--- src/rtl/pattern_seq_pkg.sv ---
// Shared types and constants for the pattern_seq stimulus sequencer.
package pattern_seq_pkg;

    localparam int PATTERN_W = 3;

    typedef enum logic {
        IDLE = 1'b0,
        HOLD = 1'b1
    } state_e;

    // Counter must represent HOLD_CYCLES-1; never narrower than one bit.
    function automatic int hold_cnt_w(input int hold_cycles);
        return (hold_cycles < 1) ? 1 : $clog2(hold_cycles + 1);
    endfunction

endpackage

--- src/rtl/pattern_seq_hold_timer.sv ---
// Loadable down-counter that flags expiry when it reaches zero.
module hold_timer
    import pattern_seq_pkg::*;
#(
    parameter int HOLD_CYCLES = 20
) (
    input  logic clk,
    input  logic rst,
    input  logic load_i,
    input  logic en_i,
    output logic expire_o
);

    localparam int CW = hold_cnt_w(HOLD_CYCLES);
    localparam logic [CW-1:0] RELOAD = CW'(HOLD_CYCLES - 1);

    logic [CW-1:0] cnt_q;
    logic [CW-1:0] cnt_d;

    // Load wins over counting so a new pattern always starts with a full hold.
    always_comb begin
        cnt_d = cnt_q;
        if (load_i) begin
            cnt_d = RELOAD;
        end else if (en_i && (cnt_q != '0)) begin
            cnt_d = cnt_q - 1'b1;
        end
    end

    always_ff @(posedge clk) begin
        if (rst) begin
            cnt_q <= '0;
        end else begin
            cnt_q <= cnt_d;
        end
    end

    assign expire_o = (cnt_q == '0);

endmodule

--- src/rtl/pattern_seq.sv ---
// Clocked 3-bit stimulus sequencer stepping 0..LAST_PATTERN, HOLD_CYCLES clocks each.
// Define PATTERN_SEQ_LOOP_EN to wrap back to pattern 0 forever instead of stopping.
module pattern_seq
    import pattern_seq_pkg::*;
#(
    parameter int HOLD_CYCLES  = 20,
    parameter int LAST_PATTERN = 4
) (
    input  logic                 clk,
    input  logic                 rst,
    input  logic                 start,
    input  logic                 pause,
    output logic                 in_1,
    output logic                 in_2,
    output logic                 in_3,
    output logic [PATTERN_W-1:0] pattern_idx,
    output logic                 busy,
    output logic                 done
);

    localparam logic [PATTERN_W-1:0] LAST_P = PATTERN_W'(LAST_PATTERN);

    state_e               state_q, state_d;
    logic [PATTERN_W-1:0] pattern_q, pattern_d;
    logic                 busy_q, busy_d;
    logic                 done_q, done_d;
    logic                 load;
    logic                 timer_en;
    logic                 expire;

    assign timer_en = (state_q == HOLD) && !pause;

    hold_timer #(
        .HOLD_CYCLES(HOLD_CYCLES)
    ) u_hold_timer (
        .clk     (clk),
        .rst     (rst),
        .load_i  (load),
        .en_i    (timer_en),
        .expire_o(expire)
    );

    always_comb begin
        state_d   = state_q;
        pattern_d = pattern_q;
        busy_d    = busy_q;
        done_d    = 1'b0;
        load      = 1'b0;
        case (state_q)
            IDLE: begin
                if (start) begin
                    state_d   = HOLD;
                    pattern_d = '0;
                    busy_d    = 1'b1;
                    load      = 1'b1;
                end
            end
            HOLD: begin
                // Pause is checked first so it overrides an expiring counter.
                if (!pause && expire) begin
                    if (pattern_q != LAST_P) begin
                        pattern_d = pattern_q + 1'b1;
                        load      = 1'b1;
                    end else begin
`ifdef PATTERN_SEQ_LOOP_EN
                        pattern_d = '0;
                        load      = 1'b1;
                        done_d    = 1'b1;
`else
                        state_d   = IDLE;
                        pattern_d = '0;
                        busy_d    = 1'b0;
                        done_d    = 1'b1;
`endif
                    end
                end
            end
            default: begin
                state_d = IDLE;
            end
        endcase
    end

    always_ff @(posedge clk) begin
        if (rst) begin
            state_q   <= IDLE;
            pattern_q <= '0;
            busy_q    <= 1'b0;
            done_q    <= 1'b0;
        end else begin
            state_q   <= state_d;
            pattern_q <= pattern_d;
            busy_q    <= busy_d;
            done_q    <= done_d;
        end
    end

    assign in_1        = pattern_q[0];
    assign in_2        = pattern_q[1];
    assign in_3        = pattern_q[2];
    assign pattern_idx = pattern_q;
    assign busy        = busy_q;
    assign done        = done_q;

endmodule

--- config.mk ---
export PLATFORM = sky130hd
export DESIGN_NAME = pattern_seq
export DESIGN_NICKNAME = d
export VERILOG_FILES = /design/src/rtl/pattern_seq_pkg.sv /design/src/rtl/pattern_seq_hold_timer.sv /design/src/rtl/pattern_seq.sv
export SDC_FILE = /design/constraint.sdc
export NUM_CORES = 1
export LEC_CHECK = 0
export CAP_MARGIN = 25
export CORE_AREA = 2 2 39 41
export CTS_CLUSTER_SIZE = 16
export DETAILED_ROUTE_END_ITERATION = 8
export DIE_AREA = 0 0 41 43
export PLACE_DENSITY = 0.72
export SYNTH_ARGS = -nofsm -noshare
export SYNTH_HDL_FRONTEND = slang
export SYNTH_HIERARCHICAL = 1
export SYNTH_SLANG_ARGS = --single-unit
--- constraint.sdc ---
create_clock -name clk -period 4.96 [get_ports clk]
set_clock_uncertainty 0.1 [all_clocks]
set_input_delay 0.496 -clock clk [delete_from_list [all_inputs] [get_ports clk]]
set_output_delay 0.496 -clock clk [all_outputs]
set_load 0.01 [all_outputs]
# Yosys cells after proc, flatten, opt, wreduce, memory -nomap -nowiden
# Cells that the tools add are included.
# totals
register_bits	11
output_inout_bits	8
# op_classes
n_addsub	2
n_eq_ne	4
n_mux	17
bitwise_logic	2
n_reduce_logical	11
# op_table
op	n
5-bit two-way mux	2
3-bit two-way mux	3
1-bit two-way mux	8
1-bit one-hot mux with 2 select lines	3
3-bit one-hot mux with 2 select lines	1
5-bit logical NOT	1
5-bit nonzero test	1
5-bit by 1-bit subtractor with 5-bit output, second input constant	1
2-bit inequality test, second input constant	2
3-bit by 1-bit adder with 3-bit output, second input constant	1
1-bit logical AND	3
3-bit inequality test, second input constant	1
3-bit AND reduction	1
3-bit OR reduction	1
2-bit by 1-bit inequality test with 1-bit output, second input constant	1
1-bit inverter	2
2-bit AND reduction	1
2-bit nonzero test	1
2-bit OR reduction	1
1-bit logical NOT	1

# Logic depth before layout (Yosys ltp)
# Gate-level depths: netlist of the first run.
# logic_depth
ltp_word	5
ltp_mapped	9
mapped_depth_nobuf	8

# Cells and area by module
# The synthesis of the first run kept the hierarchy.
# by_module_without_submodules
mod	n_inst	cells_per_inst	area_per_inst_um2	seq_area_each_um2
pattern_seq	1	37	321.6	120.1
hold_timer	1	31	287.8	100.1

# Least setup slack after synthesis of the first run
# Ideal clock, no wire load.
# synth_timing
path_kind	register to register
start	register u_hold_timer.cnt_q[0]
end	register u_hold_timer.cnt_q[0]
setup_ns	0.103
t_arrival_ns	1.925
required_ns	4.757
slack_ns	2.832
path_stages_with_launch	10
cell_sequence	dfxtp_1 > inv_1 > ha_1 > nor4b_4 > and3b_2 > nand2_1 > nand2_1 > clkbuf_1 > nor2_1 > a2111oi_2
# synth_via
elab_chain_cells	5
# synth_rtl
element	line_no	text
from (decl)	pattern_seq_hold_timer.sv:17	logic [CW-1:0] cnt_q;
from (signal assigned)	pattern_seq_hold_timer.sv:34	cnt_q <= cnt_d;
5-bit logical NOT *	pattern_seq_hold_timer.sv:38	assign expire_o = (cnt_q == '0);
via expire	pattern_seq.sv:29	logic expire;
1-bit logical AND *	pattern_seq.sv:60	if (!pause && expire) begin
1-bit two-way mux *	pattern_seq.sv:60	
1-bit one-hot mux with 2 select lines *	pattern_seq.sv:49	case (state_q)
via load	pattern_seq.sv:27	logic load;
5-bit two-way mux or 2-bit nonzero test (tied branches)	-	
# Mark *: on every way through the listed nets, which the timed path passes. The rest lies on a longest branch. The select of a mux whose other input is x is not followed.
# A chain may end at the register's enable or synchronous reset.

# Worst setup path in the final report of the first run
# Same ends and word-level chain as after synthesis.

==> metrics.txt, run 1 <==
Syn Std Cell Area=609 um2; Worst setup SP type=flop; Hold Path Stages=2; setup bufs post-CTS=0; CTS tree=done; H-Tree Depth=1; Min-Delay Endpoint=busy; CP top delay family=simple AND/OR/NAND/NOR gates; wire per inst=12.1 um; first-pass GRT wire length=1880 um; Final ANT Viol Nets=0; hold path startpoint=busy; CP bufs+invs=1; Worst-path clk slew=70 ps; Max VDD drop=0.000117 V; CP Cell Sequence=inv_1 > ha_1 > nor4b_4 > and3b_2 > nand2_1 > nand2_1 > nor2_1 > a2111oi_2; Initial Util=0.440; diode count=0; final net count=87; status=complete, no violations; Die X=41 um; final WL=1150 um; Root Buffer=clkbuf_4; Synth top cells by count=dfxtp_1, nand2_1, nor3_1; EDFF count, synth=0; initial antenna violation count=0; Resize count post-CTS=0; top-area cell type share of the netlist area=0.361; Critical Path RT=5030 ps; setup TNS=0 ps; gr ovfl total=0; LEAKAGE=0.260 nW; DP Area=713 um2; number of buffers inserted by port buffering=11; CP Class=reg -> reg; drt pass-1 iters=2; Max Cap Viol=0; Setup crit end kind=flop; Seq/Total Area, Yosys=0.361; Worst Hold Class=reg -> reg; fin area=739 um2; Slew Limit Fails=0; Post-Syn Nets=75; Post-CTS Hold Buffers=0; clock latency on the worst-skew pair=270 ps; synthesized instance count=68; Rows=14; via/cell ratio=5.31; reg2reg setup slack=2660 ps; Vias=504; RSZ-0062 raised after global routing=no; Filler Cells Inserted=122; largest net degree at the start of global routing=11; most common cell in the netlist=dfxtp_1; Core Region=1380 um2; DRT iter0 DRCs=4; slowest stage delay, CP=510 ps; Critical Path AT=2370 ps; FF-to-FF Start=u_hold_timer/cnt_q[0]; worst-margin pin slew=586 ps; Critical Path Most Common Cell=nand2_1; hpwl dp=876 um; CP Max Fanout=10; ranking of synthesized cells by area=dfxtp_1, ha_1, nor3_1; worst r2r path cells=8; #FFs+latches synth=11; TritonCTS buffer count=3; Worst slew margin=0.608; Post-synth ARST share=0; Total Die Area=1760 um2; GR Util All Layers=0.160; Final Power=0.207 mW; part of the cycle the worst path needs=0.463; Final Hold Fails=0; Fmax=0.436 GHz; clock sinks=11; number of global-route vias before repair=468; reg2reg end=u_hold_timer/cnt_q[0]; DR DRC count=0; slowest stage cell, crit path=nor4b_4; die height=43 um; Max Root-Sink Buffers=2; pwr dens=280 nW/um2; layout cells sized above 1=0.177; cell taking the most area after synthesis=dfxtp_1; Mean Syn Cell Area=8.96 um2; Final Setup Violations=0; Layout area overhead=21.4%; Final min period=2300 ps; YS warnings=6; routability cong.=0.720; Top Ports=12; Yosys cell types=28; top_reg_cell synth=dfxtp_1
==> cells in the final DEF, fill, tap and decap left out, types with 2 or more instances in the layout <==
master           instances
clkdlybuf4s50_1         11
nand3_1                  3
nor2_1                   5
nand2_1                  8
dfxtp_1                 11
a21oi_1                  3
clkbuf_4                 3
nor3_1                   7
inv_1                    4
ha_1                     3
a2111oi_2                2
o21a_1                   2
==> flip-flops by register name (all words and copies together), names as in the netlist <==
name and flops:
u_hold_timer/cnt_q 5, pattern_idx 3, busy 1, done 1, state_q 1
==> worst max-delay path by stage <==
stage,cells past startpoint,startpoint,slack [ps],end
3_5_place_dp,8,u_hold_timer/cnt_q[0],2660,u_hold_timer/cnt_q[1]
6_report,8,u_hold_timer/cnt_q[0],2660,u_hold_timer/cnt_q[0]
2_1_floorplan,9,u_hold_timer/cnt_q[0],2830,u_hold_timer/cnt_q[0]
4_1_cts,8,u_hold_timer/cnt_q[0],2650,u_hold_timer/cnt_q[1]
3_3_place_gp,5,pause,2680,u_hold_timer/cnt_q[3]
5_1_grt,8,u_hold_timer/cnt_q[0],2460,u_hold_timer/cnt_q[1]
==> cells by family (layout without fill, tap and decap cells) <==
| logic type | count (synthesis) | count (layout) | synth area share |
|---|---|---|---|
| DFF | 11 | 11 | 0.361 |
| buffers and inverters | 8 | 19 | 0.0677 |
| adders and majority gates | 3 | 3 | 0.0616 |
| AOI/OAI and AO/OA | 13 | 13 | 0.175 |
| and+or+nand+nor | 33 | 33 | 0.335 |
==> report_power, final <==
part	switching, mW	internal, mW
combinational	0.0238	0.0218
sequential	0.00642	0.0942
clock	0.0296	0.0312
total	0.0598	0.147
==> worst register-to-register path: stages (launching register included) <==
cell and delay, ps:
dfxtp_1 350, inv_1 70, ha_1 170, nor4b_4 510
and3b_2 330, nand2_1 50, nand2_1 190, nor2_1 80
a2111oi_2 340
==> through the flow <==
| stage | setup slack, ps | cells | utilization | hold slack, ps |
|---|---|---|---|---|
| 2_1_floorplan | 2830 | 68 | - | 381 |
| 4_1_cts | 2650 | 95 | 0.534 | 408 |
| 6_report | 2660 | 95 | 0.534 | 395 |
| 3_3_place_gp | 2680 | 91 | 0.515 | 374 |
| 5_1_grt | 2460 | 95 | 0.534 | 424 |
| 3_5_place_dp | 2660 | 91 | 0.515 | 394 |
==> area by class of cell <==
type                    instances  area, um2  share of cell area
flip-flops and latches         11        220               0.298
repair buffers                 11        110               0.149
inverters                       4       15.0              0.0203
clock buffers                   4       26.3              0.0355
well taps                      16       20.0              0.0271
multi-input cells              49        348               0.470
==> layer usage <==
layer,GRT usage,part of all wire,wire [um],up-vias
li1,-,-,-,262
met4,0.120,0.023,27,0
met2,0.231,0.50,578,9
met5,0,0,0,-
met1,0.190,0.44,503,229
met3,0.0471,0.039,45,4
No activity file was read; power rests on OpenSTA's default activity.
==> run 2, diff against run 1 <==
Settings changed: CORE_AREA 2 2 39 41 to unset, CORE_UTILIZATION set to 43, DIE_AREA 0 0 41 43 to unset, PLACE_DENSITY 0.72 to 0.71.
Clock period 4.96 ns to 2 ns, I/O delays scaled along.
==> metrics.txt, run 2 (synthesized netlist as in run 1, its figures left out) <==
initial antenna violation count=0; Slew Limit Fails=0; CP Max Fanout=8; Root Buffer=clkbuf_4; gr ovfl total=0; clock latency on the worst-skew pair=270 ps; sequential fraction of design power=0.472; Fmax=0.550 GHz; Worst Hold Class=reg -> reg; Final Hold Fails=0; clock network power share=0.294; leading cell types in the layout, fill and taps excluded=clkdlybuf4s50_1, dfxtp_1, nand2_1, nor3_1, nor2_1; Total Die Area=1570 um2; die height=39.6 um; via/cell ratio=5.32; drt pass-1 iters=2; Initial Util=0.462; Final ANT Viol Nets=0; Vias=511; number of buffers inserted by port buffering=11; Setup crit end kind=flop; H-Tree Depth=1; max reg flops=5; internal cell power=0.374 mW; Die X=39.6 um; Critical Path RT=2080 ps; pwr dens=695 nW/um2; CP Class=reg -> reg; layout cells sized above 1=0.235; final net count=89; TritonCTS buffer count=3; CTS tree=done; slowest stage cell, crit path=dfxtp_1; diode count=0; Gate power share=0.233; largest net degree at the start of global routing=11; Max Cap Viol=0; final WL=1120 um; worst-margin pin slew=418 ps; DR DRC count=0; first-pass GRT wire length=1970 um; status=complete, no violations; Final Setup Violations=0; CP Cell Sequence=inv_1 > ha_2 > nor4b_4 > and3b_2 > nand2_1 > nand2_2 > nor2_1 > a2111oi_2; Placed Instances=92; Core Region=1320 um2; Finished Layout Cells=96; part of the cycle the worst path needs=0.909; slowest stage delay, CP=340 ps; Worst-path clk slew=70 ps; clock sinks=11; Rows=13; Layout area overhead=24.6%; Worst slew margin=0.721; Max VDD drop=0.000504 V; Max Root-Sink Buffers=2; Biggest register=u_hold_timer/cnt_q; LEAKAGE=0.270 nW; DRT iter0 DRCs=5; Top Ports=12; Worst setup SP type=flop; number of global-route vias before repair=480; switch share=0.291; most common cell after layout, fill and taps aside=clkdlybuf4s50_1; RSZ-0062 raised after global routing=no; GR Util All Layers=0.195; Post-CTS Hold Buffers=0; hpwl dp=817 um; Final min period=1820 ps; Critical Path AT=1890 ps; wire per inst=11.6 um; routability cong.=0.698; switching pwr=0.154 mW; setup TNS=0 ps
run 2: cell types whose count changed in the layout (fill, tap and decap cells not counted):
cell | previous run | this run
ha_2 | 0 | 1
buf_4 | 0 | 2
ha_1 | 3 | 2
nand2_1 | 8 | 7
nand2_2 | 0 | 1
dfxtp_2 | 0 | 1
dfxtp_1 | 11 | 10
run 2: final cells by class:
cell class / count / area (um2)
Fill cell: 137 / 558
Clock buffer: 4 / 26.3
Multi-Input combinational cell: 49 / 353
Tap cell: 15 / 18.8
Inverter: 4 / 15.0
Timing Repair Buffer: 13 / 125
Sequential cell: 11 / 221
run 2: power by group through the flow:
stage	Sequential, mW	Clock [mW]	Combinational, mW
5_1_grt	0.252	0.170	0.138
4_1_cts	0.250	0.162	0.123
2_1_floorplan	0.253	0	0.0873
3_5_place_dp	0.255	0	0.123
6_report	0.249	0.155	0.123
3_3_place_gp	0.254	0	0.119
run 2: worst max-delay path, delay by kind of cell, from the launching register on:
| kind | cells | cell delay, ps |
|---|---|---|
| and+or+nand+nor | 5 | 730 |
| DFF | 1 | 340 |
| AOI/OAI and AO/OA | 1 | 330 |
| adders and majority gates | 1 | 170 |
| buffers and inverters | 1 | 60 |
run 2: per-stage QoR:
step	hold WS [ps]	worst slack [ps]	util	total power, mW	area [um2]
2_1_floorplan	161	6.47	-	0.340	623
3_3_place_gp	375	93.0	0.555	0.374	731
3_5_place_dp	380	68.7	0.555	0.377	731
4_1_cts	397	88.3	0.575	0.534	757
5_1_grt	432	56.2	0.576	0.560	759
6_report	393	183	0.576	0.528	759
run 2: what timing repair did:
action	CTS	global route
setup buffers	0	0
setup endpoints to repair	0	2
gates resized for setup	0	1
run 2: final timing paths:
kind,start,endpoint,slack (ps),cells past startpoint
worst max-delay path,u_hold_timer/cnt_q[1],u_hold_timer/cnt_q[1],180,8
worst min-delay path,busy,busy,390,2
worst max register to register,u_hold_timer/cnt_q[1],u_hold_timer/cnt_q[1],180,8
worst min register to register,busy,busy,390,2
run 2: routing by layer:
layer | wire, um | vias up | GRT usage | share of wire
li1 | - | 266 | - | -
met1 | 521 | 233 | 0.188 | 0.47
met2 | 525 | 10 | 0.352 | 0.47
met3 | 63 | 2 | 0.102 | 0.057
met4 | 5 | 0 | 0.0517 | 0.0045
met5 | 0 | - | 0 | 0
==> run 3, diff against run 2 <==
Settings changed: CELL_PAD_IN_SITES_DETAIL_PLACEMENT set to 0, CELL_PAD_IN_SITES_GLOBAL_PLACEMENT set to 1, CORE_UTILIZATION 43 to 32, PLACE_DENSITY 0.71 to 0.7.
==> metrics.txt, run 3 (synthesized netlist as in run 1, its figures left out) <==
CTS tree=done; hold path startpoint=busy; DP Area=751 um2; Biggest register=u_hold_timer/cnt_q; die height=45.6 um; drt pass-1 iters=4; wire per inst=11.6 um; initial antenna violation count=0; gr ovfl total=0; number of global-route vias before repair=484; most common cell after layout, fill and taps aside=clkdlybuf4s50_1; Core Region=1760 um2; Setup crit end kind=flop; final net count=90; Top Ports=12; Finished Layout Cells=107; worst-margin pin slew=439 ps; Worst-path clk slew=80 ps; Final min period=1820 ps; switching pwr=0.160 mW; Max Cap Viol=0; Max VDD drop=0.000284 V; layout cells sized above 1=0.256; status=complete, no violations; reg2reg setup slack=180 ps; crit path from=u_hold_timer/cnt_q[1]; pwr dens=677 nW/um2; DR DRC count=0; via/cell ratio=4.93; Final Hold Fails=0; Critical Path AT=1880 ps; Worst setup SP type=flop; switch share=0.302; FF-to-FF Start=u_hold_timer/cnt_q[1]; CP top delay family=simple AND/OR/NAND/NOR gates; Reg area=221 um2; Min-Delay Endpoint=busy; part of the cycle the worst path needs=0.910; Root Buffer=clkbuf_4; Total Die Area=2080 um2; reg2reg end=u_hold_timer/cnt_q[0]; hpwl dp=907 um; setup bufs post-CTS=0; diode count=0; pre-CTS setup slack=76.3 ps; Final ANT Viol Nets=0; DRT iter0 DRCs=4; first-pass GRT wire length=2100 um; Hold Path Stages=2; LEAKAGE=0.278 nW; Slew Limit Fails=0; CP Cell Sequence=inv_1 > ha_2 > nor4b_4 > and3b_2 > nand2_1 > nand2_4 > nor3_1 > a2111oi_2; setup TNS=0 ps; CP Max Fanout=8; Critical Path RT=2060 ps; Layout area overhead=29.0%; Rows=15; leading cell types in the layout, fill and taps excluded=clkdlybuf4s50_1, dfxtp_1, nand2_1, nor3_1, nor2_1; Max Root-Sink Buffers=2; Worst Hold Class=reg -> reg; GR Util All Layers=0.142; CP Class=reg -> reg; H-Tree Depth=1; worst r2r path cells=8; Die X=45.6 um; final WL=1240 um; clock sinks=11; internal cell power=0.371 mW; worst setup margin=180 ps; area of the multi-input gates=358 um2; fin area=786 um2; RSZ-0062 raised after global routing=no; sequential fraction of design power=0.471; Vias=527; clock network power share=0.294; number of buffers inserted by port buffering=11; slowest stage cell, crit path=dfxtp_1; Worst slew margin=0.707; CP bufs+invs=1; slowest stage delay, CP=340 ps; Placed Instances=103; Gate power share=0.236; Filler Cells Inserted=192; max reg flops=5; routability cong.=0.715; Initial Util=0.345; largest net degree at the start of global routing=11; TritonCTS buffer count=3; clock latency on the worst-skew pair=270 ps; Fmax=0.550 GHz; Final Setup Violations=0
[run 3: what timing repair did]
action,CTS,global route
setup endpoints to repair,0,2
hold buffers,0,0
resized for setup,0,2
endpoints found under the hold margin,0,0
[run 3: cell type report]
class / instances / share of cell area
Multi-Input combinational cell: 49 / 0.455
Sequential cell: 11 / 0.282
Timing Repair Buffer: 14 / 0.169
Tap cell: 25 / 0.0398
Clock buffer: 3 / 0.0287
Inverter: 4 / 0.0191
Clock inverter: 1 / 0.00637
[run 3: power by group through the flow]
stage | sequential [mW] | clock [mW] | combinational, mW
finish | 0.250 | 0.156 | 0.125
floorplan | 0.253 | 0 | 0.0873
global placement | 0.255 | 0 | 0.122
CTS | 0.251 | 0.166 | 0.124
detailed placement | 0.256 | 0 | 0.124
global route | 0.253 | 0.176 | 0.142
[run 3: per-layer routing]
layer	share of wire	global-route usage	vias to the layer above
li1	-	-	268
met1	0.48	0.177	249
met2	0.48	0.223	8
met3	0.027	0.0238	2
met4	0.011	0.0909	0
met5	0	0	-
[run 3: worst max-delay path by stage]
stage,end,slack [ps],cells after the start
detailed placement,u_hold_timer/cnt_q[0],80,8
CTS,u_hold_timer/cnt_q[0],50,8
finish,u_hold_timer/cnt_q[0],180,8
global placement,u_hold_timer/cnt_q[3],50,5
floorplan,u_hold_timer/cnt_q[1],6,9
global route,u_hold_timer/cnt_q[0],20,8
[run 3: worst reg2reg max path, stage by stage (launching register included)]
cell,delay [ps]
dfxtp_1,340
inv_1,60
ha_2,170
nor4b_4,190
and3b_2,260
nand2_1,90
nand2_4,110
nor3_1,70
a2111oi_2,330
[run 3: stage by stage]
stage,utilization,hold WS [ps],power [mW]
final,0.445,395,0.532
after global routing,0.445,446,0.571
after CTS,0.441,402,0.541
after detailed placement,0.426,385,0.379
after global placement,0.426,372,0.377
after floorplan,-,161,0.340
